**src/rtl/usb_rx_line_recovery.sv**
```systemverilog
// Full-speed USB receive front end: sync, line decode, DPLL, NRZI decode, unstuff.
// Optional USB_RX_GLITCH_FILTER_EN adds a 2-clk agreement filter after the synchroniser.
module usb_rx_line_recovery #(
    parameter int OVERSAMPLE  = 4,
    parameter int STUFF_LIMIT = 6
) (
    input  logic       clk,
    input  logic       rst_n,
    input  logic       dp_i,
    input  logic       dm_i,
    input  logic       rx_en,
    output logic [1:0] line_state,
    output logic       rx_active,
    output logic       rx_bit,
    output logic       rx_valid,
    output logic       eop,
    output logic       stuff_err
);

    localparam int PW = (OVERSAMPLE > 1) ? $clog2(OVERSAMPLE) : 1;
    localparam int CW = $clog2(STUFF_LIMIT + 1);

    localparam logic [1:0] LS_SE0 = 2'b00;
    localparam logic [1:0] LS_K   = 2'b01;
    localparam logic [1:0] LS_J   = 2'b10;
    localparam logic [1:0] LS_SE1 = 2'b11;

    localparam logic [PW-1:0] SAMPLE_PH = PW'(OVERSAMPLE / 2);
    localparam logic [CW-1:0] ONES_MAX  = CW'(STUFF_LIMIT);

    typedef enum logic [1:0] {
        S_IDLE,
        S_ACTIVE,
        S_EOP,
        S_ERR
    } state_t;

    logic [1:0] sync1_q;
    logic [1:0] sync2_q;
    logic [1:0] line;

    always_ff @(posedge clk or negedge rst_n) begin
        if (!rst_n) begin
            sync1_q <= 2'b00;
            sync2_q <= 2'b00;
        end else begin
            sync1_q <= {dp_i, dm_i};
            sync2_q <= sync1_q;
        end
    end

`ifdef USB_RX_GLITCH_FILTER_EN
    logic [1:0] filt_q;

    // Accept a new level only once two successive synchronised samples agree.
    always_ff @(posedge clk or negedge rst_n) begin
        if (!rst_n) begin
            filt_q <= 2'b00;
        end else if (sync1_q == sync2_q) begin
            filt_q <= sync2_q;
        end
    end

    assign line = filt_q;
`else
    assign line = sync2_q;
`endif

    assign line_state = line;

    logic [1:0]    last_q;
    logic [PW-1:0] phase_q;
    logic [PW-1:0] phase_cur;
    logic          now_jk;
    logic          last_jk;
    logic          jk_edge;
    logic          sample_pt;

    assign now_jk    = (line == LS_J) || (line == LS_K);
    assign last_jk   = (last_q == LS_J) || (last_q == LS_K);
    assign jk_edge   = now_jk && last_jk && (line != last_q);
    // The edge cycle itself is phase 0, so the sample lands mid-bit.
    assign phase_cur = jk_edge ? '0 : phase_q;
    assign sample_pt = (phase_cur == SAMPLE_PH);

    always_ff @(posedge clk or negedge rst_n) begin
        if (!rst_n) begin
            last_q  <= 2'b00;
            phase_q <= '0;
        end else begin
            last_q  <= line;
            phase_q <= phase_cur + 1'b1;
        end
    end

    state_t        state_q;
    logic [1:0]    prev_q;
    logic [CW-1:0] ones_q;
    logic [1:0]    se0_q;
    logic          jcnt_q;
    logic          active_q;
    logic          bit_q;
    logic          valid_q;
    logic          eop_q;
    logic          serr_q;
    logic          start;

    assign start = rx_en && (state_q == S_IDLE) && jk_edge && (line == LS_K);

    always_ff @(posedge clk or negedge rst_n) begin
        if (!rst_n) begin
            state_q  <= S_IDLE;
            prev_q   <= 2'b00;
            ones_q   <= '0;
            se0_q    <= 2'b00;
            jcnt_q   <= 1'b0;
            active_q <= 1'b0;
            bit_q    <= 1'b0;
            valid_q  <= 1'b0;
            eop_q    <= 1'b0;
            serr_q   <= 1'b0;
        end else begin
            valid_q <= 1'b0;
            eop_q   <= 1'b0;
            serr_q  <= 1'b0;
            if (!rx_en) begin
                state_q  <= S_IDLE;
                active_q <= 1'b0;
            end else begin
                unique case (state_q)
                    S_IDLE: begin
                        if (start) begin
                            state_q  <= S_ACTIVE;
                            prev_q   <= LS_J;
                            ones_q   <= '0;
                            active_q <= 1'b1;
                        end
                    end
                    S_ACTIVE: begin
                        if (sample_pt) begin
                            unique case (line)
                                LS_J, LS_K: begin
                                    prev_q <= line;
                                    if (line == prev_q) begin
                                        if (ones_q == ONES_MAX) begin
                                            serr_q   <= 1'b1;
                                            active_q <= 1'b0;
                                            jcnt_q   <= 1'b0;
                                            state_q  <= S_ERR;
                                        end else begin
                                            bit_q   <= 1'b1;
                                            valid_q <= 1'b1;
                                            ones_q  <= ones_q + 1'b1;
                                        end
                                    end else begin
                                        // After a full run of ones this 0 is the stuffed bit.
                                        if (ones_q != ONES_MAX) begin
                                            bit_q   <= 1'b0;
                                            valid_q <= 1'b1;
                                        end
                                        ones_q <= '0;
                                    end
                                end
                                LS_SE0: begin
                                    se0_q   <= 2'd1;
                                    state_q <= S_EOP;
                                end
                                LS_SE1: begin
                                    serr_q   <= 1'b1;
                                    active_q <= 1'b0;
                                    jcnt_q   <= 1'b0;
                                    state_q  <= S_ERR;
                                end
                            endcase
                        end
                    end
                    S_EOP: begin
                        if (sample_pt) begin
                            if (line == LS_SE0) begin
                                if (se0_q == 2'd2) begin
                                    serr_q   <= 1'b1;
                                    active_q <= 1'b0;
                                    jcnt_q   <= 1'b0;
                                    state_q  <= S_ERR;
                                end else begin
                                    se0_q <= se0_q + 2'd1;
                                end
                            end else if (line == LS_J) begin
                                eop_q    <= 1'b1;
                                active_q <= 1'b0;
                                state_q  <= S_IDLE;
                            end else begin
                                serr_q   <= 1'b1;
                                active_q <= 1'b0;
                                jcnt_q   <= 1'b0;
                                state_q  <= S_ERR;
                            end
                        end
                    end
                    S_ERR: begin
                        if (sample_pt) begin
                            if (line == LS_J) begin
                                jcnt_q <= 1'b1;
                                if (jcnt_q) begin
                                    state_q <= S_IDLE;
                                end
                            end else begin
                                jcnt_q <= 1'b0;
                            end
                        end
                    end
                endcase
            end
        end
    end

    assign rx_active = active_q | start;
    assign rx_bit    = bit_q;
    assign rx_valid  = valid_q;
    assign eop       = eop_q;
    assign stuff_err = serr_q;

endmodule

```
**config.mk**
```make
export PLATFORM = sky130hd
export DESIGN_NAME = usb_rx_line_recovery
export DESIGN_NICKNAME = d
export VERILOG_FILES = /design/src/rtl/usb_rx_line_recovery.sv
export SDC_FILE = /design/constraint.sdc
export NUM_CORES = 1
export LEC_CHECK = 0
export BUFFER_PORTS_ARGS = -buffer_cell sky130_fd_sc_hd__buf_2
export CORE_MARGIN = 3
export CORE_UTILIZATION = 55
export CTS_CLUSTER_DIAMETER = 120
export DETAILED_ROUTE_END_ITERATION = 10
export PLACE_DENSITY = 0.83
export SLEW_MARGIN = 20
export SYNTH_ARGS = -nofsm -noshare
export SYNTH_HDL_FRONTEND = slang
export SYNTH_SLANG_ARGS = --single-unit
```
**constraint.sdc**
```tcl
create_clock -name clk -period 3.4 [get_ports clk]
set_clock_uncertainty 0.05 [all_clocks]
set_input_delay 0 -clock clk [delete_from_list [all_inputs] [get_ports clk]]
set_output_delay 0 -clock clk [all_outputs]
set_load 0.01 [all_outputs]
```
======== Yosys cells after proc, flatten, opt, wreduce, memory -nomap -nowiden ========
Index checks and enable logic that the tools add are counted.
storage, ports and cells
  bits in registers ....................... 23
  output and inout bits ................... 7
  logic and storage cells ................. 150
cells by class
  $add $sub $neg .......................... 3
  equality and inequality tests ........... 40
  multiplexer cells ....................... 71
  bitwise gates (word level) .............. 1
  reductions and logical operators ........ 21
operators with widths
  kind                 number
  $mux 2               21
  $ne 3x3->1 const B   13
  $mux 1               35
  $ne 2x2->1 const B   9
  $ne 4x4->1 const B   4
  $mux 3               5
  $eq 2x2->1 const B   7
  $reduce_and 6->1     2
  $reduce_and 10->1    1
  $reduce_and 9->1     1
  $pmux 2 s2           2
  $pmux 2 s4           1
  $reduce_and 8->1     1
  $reduce_and 7->1     1
  $eq 2x1->1 const B   3
  $pmux 1 s2           3
  $pmux 1 s3           2
  $pmux 2 s3           1
  $pmux 3 s2           1
  $reduce_bool 2->1    3
  $logic_and 1x1->1    5
  $reduce_and 5->1     1
  $add 2x1->2 const B  2
  $logic_not 2->1      2
  9 further kinds      10

======== Depth between registers and ports, before layout ========
  depth in word-level cells ............... 9
  gate-level depth with buffers ........... 12
  gate-level depth less buffers ........... 10

======== Worst setup path before layout ========
No wires, ideal clock.
  kind .................................... reg-to-reg
  from .................................... register sync2_q[0] (netlist: line_state[0])
  to ...................................... register ones_q[0]
  data arrival time ....................... 2518 ps
  slack ................................... 756 ps
  cell stages (with the launch flop) ...... 13
  path buffers ............................ 2
  path through ............................ dfrtp_1 -> inv_1 -> ha_1 -> clkbuf_1 -> nand2_1 -> nand2_1 -> ha_1 -> clkbuf_1 -> nand3_1 -> o21ai_0 -> nand2_1 -> or4_1 -> o21ai_1
between the ends
  cells in the longest elaborated chain, start to end .. 8
RTL lines
  what                                             RTL line      RTL
  start, declared                                  39            logic [1:0] sync2_q;
  start signal, assigned                           48            sync2_q <= sync1_q;
  $eq 2x2->1 or $eq 2x1->1 (tied branches)         79, 141, 108
  $logic_or 1x1->1                                 79            assign now_jk = (line == LS_J) || (line == LS_K);
  $logic_and 1x1->1 (2 in series)                  81            assign jk_edge = now_jk && last_jk && (line != last_q);
  $mux 2 or $logic_and 1x1->1 (tied branches)      83, 108
  $eq 2x2->1 or $logic_and 1x1->1 (tied branches)  84, 108
  $ne 2x2->1 (no source line)                      n/a
  $reduce_and 6->1 (no source line)                n/a
  end signal, assigned                             153           ones_q <= ones_q + 1'b1;
  end, declared                                    98            logic [CW-1:0] ones_q;
Parallel ways exist; a longest one is shown, timed or not. The select of a mux whose other input is x is not followed.
A chain may end at the register's enable or synchronous reset.

======== Worst setup path in the final report ========
Ends and elaborated chain as after synthesis.

==> qor.tcl <==
set qor(antenna_found_initial) 0
set qor(tritoncts.num_buffers) 3
set qor(drv_slew) 0
set qor(power.share.clock) 0.129
set qor(netlist_area_sq_mm) 0.00133
set qor(cap_viol_max_count) 0
set qor(routed_wl_mm) 2.58
set qor(period_share) 0.815
set qor(synthesis.yosys.warnings) 0
set qor(worst_setup_path_end_kind) {flop}
set qor(pre_cts_slack_ps) 714
set qor(core-area_sq_mm) 0.00225
set qor(worstRegToRegCells) 10
set qor(setup_total_negative_slack_ps) 0
set qor(layout_common_cells) {sky130_fd_sc_hd__dfrtp_1 (23), sky130_fd_sc_hd__inv_1 (14), sky130_fd_sc_hd__ha_1 (13)}
set qor(most_common_library_cell_in_the_layout_ignoring_fill_and_taps) {sky130_fd_sc_hd__dfrtp_1}
set qor(fillerInstances) 196
set qor(mappedNetlistNets) 155
set qor(netlist_instances) 137
set qor(vias_per_cell) 6.02
set qor(timing.hold.worst.class) {primary input to async pin}
set qor(drtAntennaViolNets) 0
set qor(number_of_inserted_diodes) 0
set qor(worstSkewPairLatency_ps) 320
set qor(ctsRootBufferMaster) {sky130_fd_sc_hd__clkbuf_4}
set qor(largest_net_degree_at_the_start_of_global_routing) 24
set qor(layout_overhead_on_the_synthesized_area_pct) 10.3
set qor(cp.arrival_ps) 2970
set qor(cts_tree) {done}
set qor(crit_path_start_kind) {flop}
set qor(die-width_um) 55.2
set qor(drt_drc_violations_left) 0
set qor(timing.final.hold_violations) 0
set qor(cellPowerDensity_mw_per_mm2) 674
set qor(route.vias.total) 1078
set qor(boundaryPins) 12
set qor(initial_utilization) 0.591
set qor(power_frac_seq) 0.394
set qor(floorplan.rows) 17
set qor(slew_headroom) 0.412
set qor(cts.sink_count) 23
set qor(synth_seq_area_share) 0.432
set qor(grt_overflow) 0
set qor(switching_share) 0.430
set qor(p_int_mw) 0.565
set qor(drt-wirelength-per-cell_um) 14.4
set qor(yosys.cell_types.count) 40
set qor(worst_pin_slew_ps) 879
set qor(setup-violations-final) 0
set qor(ys_ff_latch) 23
set qor(finalWeightedCongestion) 0.843
set qor(grt_use_total) 0.181
set qor(clk_transition_reported_paths_ps) 130
set qor(place.detailed.hpwl_mm) 1.88
set qor(comb_power_share) 0.477
set qor(layout.area.seq_sq_um) 576
set qor(crit_path_max_fanout) 9
set qor(timing.critical_path.to) {ones_q[0]}
set qor(buffer_ports.inserted) 11
set qor(power.switching_mw) 0.426
set qor(cts_setup_buffers) 0
set qor(worst-r2r-setup-slack_ps) 630
set qor(synthesis.area_per_instance_sq_um) 9.73
set qor(vdd_drop_max_v) 0.000347
set qor(cts_max_path_buffers) 2
set qor(timing_worst_setup_path_type) {flop to flop}
set qor(worst_ep_required_time_ps) 3600
set qor(grt_pass1_wl_mm) 4.53
set qor(worst_r2r_endpoint) {ones_q[0]}
set qor(status) {finished, final reports clean}
set qor(drtPass1Iterations) 5
set qor(multi_input_gate_area_sq_um) 684
set qor(drt_first_iter_violations) 41
set qor(layout_min_cycle_time_ps) 2770
set qor(launching_instance_or_port_of_the_critical_path) {line_state[0]}
set qor(via_count_of_the_first_global_routing_pass) 1013
set qor(die_area_sq_mm) 0.00305
set qor(finish.net_count) 170
set qor(final_critical_path_setup_slack_ps) 629
set qor(ctsHtreeMaxLevel) 1
set qor(grt_setup_unrepaired) {false}
set qor(post_route_cells_drive_above_1_share) 0.146
set qor(power_leakage_nw) 0.684
set qor(crit-reg2reg-launch) {line_state[0]}
set qor(floorplan.die.height_um) 55.2
set qor(fmax_ghz) 0.361
layout make-up:
type / instances / area share
Clock buffer: 3 / 0.0153
Multi-Input combinational cell: 95 / 0.466
Timing Repair Buffer: 15 / 0.0647
Inverter: 14 / 0.0357
Clock inverter: 1 / 0.00340
Sequential cell: 23 / 0.391
Tap cell: 28 / 0.0238
Yosys cell counts:
library cell | n | area (sq um)
sky130_fd_sc_hd__o211ai_1 | 2 | 15.0
sky130_fd_sc_hd__a2111oi_2 | 1 | 15.0
sky130_fd_sc_hd__o21ai_1 | 3 | 15.0
sky130_fd_sc_hd__and2_2 | 1 | 7.51
sky130_fd_sc_hd__a211oi_1 | 1 | 7.51
sky130_fd_sc_hd__a31o_2 | 1 | 8.76
sky130_fd_sc_hd__o21a_1 | 1 | 7.51
sky130_fd_sc_hd__a21oi_1 | 6 | 30.0
sky130_fd_sc_hd__and4_1 | 1 | 8.76
sky130_fd_sc_hd__o31ai_1 | 4 | 30.0
sky130_fd_sc_hd__o21ai_0 | 7 | 35.0
sky130_fd_sc_hd__nand2_1 | 8 | 30.0
sky130_fd_sc_hd__mux2_2 | 1 | 11.3
sky130_fd_sc_hd__or2_1 | 1 | 6.26
sky130_fd_sc_hd__nand2b_1 | 3 | 18.8
sky130_fd_sc_hd__o22a_1 | 2 | 17.5
sky130_fd_sc_hd__and3_1 | 2 | 12.5
sky130_fd_sc_hd__o31a_1 | 1 | 8.76
sky130_fd_sc_hd__or3_1 | 1 | 6.26
sky130_fd_sc_hd__a32o_2 | 1 | 11.3
sky130_fd_sc_hd__buf_2 | 1 | 5.00
sky130_fd_sc_hd__or4_1 | 2 | 15.0
sky130_fd_sc_hd__inv_1 | 14 | 52.6
sky130_fd_sc_hd__dfrtp_1 | 23 | 576
sky130_fd_sc_hd__o22ai_1 | 1 | 6.26
sky130_fd_sc_hd__xnor2_1 | 2 | 17.5
sky130_fd_sc_hd__o22ai_2 | 1 | 12.5
sky130_fd_sc_hd__nor3b_1 | 1 | 7.51
sky130_fd_sc_hd__nor2_1 | 7 | 26.3
sky130_fd_sc_hd__mux2i_1 | 1 | 10.0
sky130_fd_sc_hd__clkbuf_1 | 4 | 15.0
sky130_fd_sc_hd__and2_1 | 2 | 12.5
sky130_fd_sc_hd__o41ai_2 | 1 | 16.3
sky130_fd_sc_hd__nand4_1 | 1 | 6.26
sky130_fd_sc_hd__nor2b_1 | 2 | 12.5
sky130_fd_sc_hd__nor3_1 | 3 | 15.0
sky130_fd_sc_hd__o311ai_1 | 2 | 17.5
sky130_fd_sc_hd__a31oi_1 | 3 | 18.8
sky130_fd_sc_hd__ha_1 | 13 | 163
sky130_fd_sc_hd__nand3_1 | 5 | 25.0
kinds of logic (layout without fill, tap and decap cells):
family	count (synthesis)	after routing	share of synthesized area
adders and majority gates	13	13	0.122
and+or+nand+nor	40	40	0.158
muxes	2	2	0.0160
buffers and inverters	19	33	0.0545
AOI/OAI and AO/OA	38	38	0.205
xor gates and xnor gates	2	2	0.0131
DFF	23	23	0.432
metal layers:
metal  vias up  wire (um)  GRT usage
li1        518          -          -
met1       515       1210      0.258
met2        39       1200      0.270
met3         6        117     0.0280
met4         0         46     0.0833
met5         -          0          0
worst max-delay path, cell delays in order (launching register included):
cell and delay (ps):
sky130_fd_sc_hd__dfrtp_1 510, sky130_fd_sc_hd__inv_1 140, sky130_fd_sc_hd__ha_1 420, sky130_fd_sc_hd__nand2_1 110, sky130_fd_sc_hd__and2_1 130, sky130_fd_sc_hd__ha_1 310
sky130_fd_sc_hd__nand3_1 120, sky130_fd_sc_hd__o21ai_0 100, sky130_fd_sc_hd__nand2_1 160, sky130_fd_sc_hd__or4_1 520, sky130_fd_sc_hd__o21ai_1 130
what timing repair did:
action | 4_1_cts | 5_1_grt
endpoints found under the hold margin | 27 | 0
resized for setup | 0 | 0
hold buffers | 4 | 0
flip-flops by register name, summed over array words and instances (netlist names):
register	flops
phase_q	2
prev_q	2
eop	1
last_q	2
rx_valid	1
stuff_err	1
state_q	2
sync1_q	2
jcnt_q	1
active_q	1
rx_bit	1
ones_q	3
line_state	2
se0_q	2
worst min-delay path by stage:
stage | slack, ps | from | endpoint | cells after the start
finish | 110 | rst_n | rx_valid | 2
global route | 140 | rst_n | rx_valid | 2
CTS | 130 | rst_n | rx_valid | 2
detailed placement | -50 | rst_n | rx_valid | 1
global placement | -60 | rst_n | ones_q[2] | 1
floorplan | -350 | rst_n | active_q | 0
power by group through the flow:
stage	clock [mW]	sequential, mW	combinational (mW)
6_report	0.128	0.391	0.472
5_1_grt	0.145	0.401	0.527
4_1_cts	0.136	0.390	0.466
3_5_place_dp	0	0.396	0.459
3_3_place_gp	0	0.391	0.441
2_1_floorplan	0	0.388	0.359
per-stage QoR:
step	hold slack (ps)	power (mW)	cell area [sq um]	std cells	util
CTS	126	0.992	1470	179	0.652
finish	110	0.991	1470	179	0.652
detailed placement	-46.9	0.855	1400	171	0.622
floorplan	-346	0.747	1330	137	-
global route	141	1.07	1470	179	0.652
global placement	-59.2	0.833	1400	171	0.622
(Power assumes the default switching activity.)
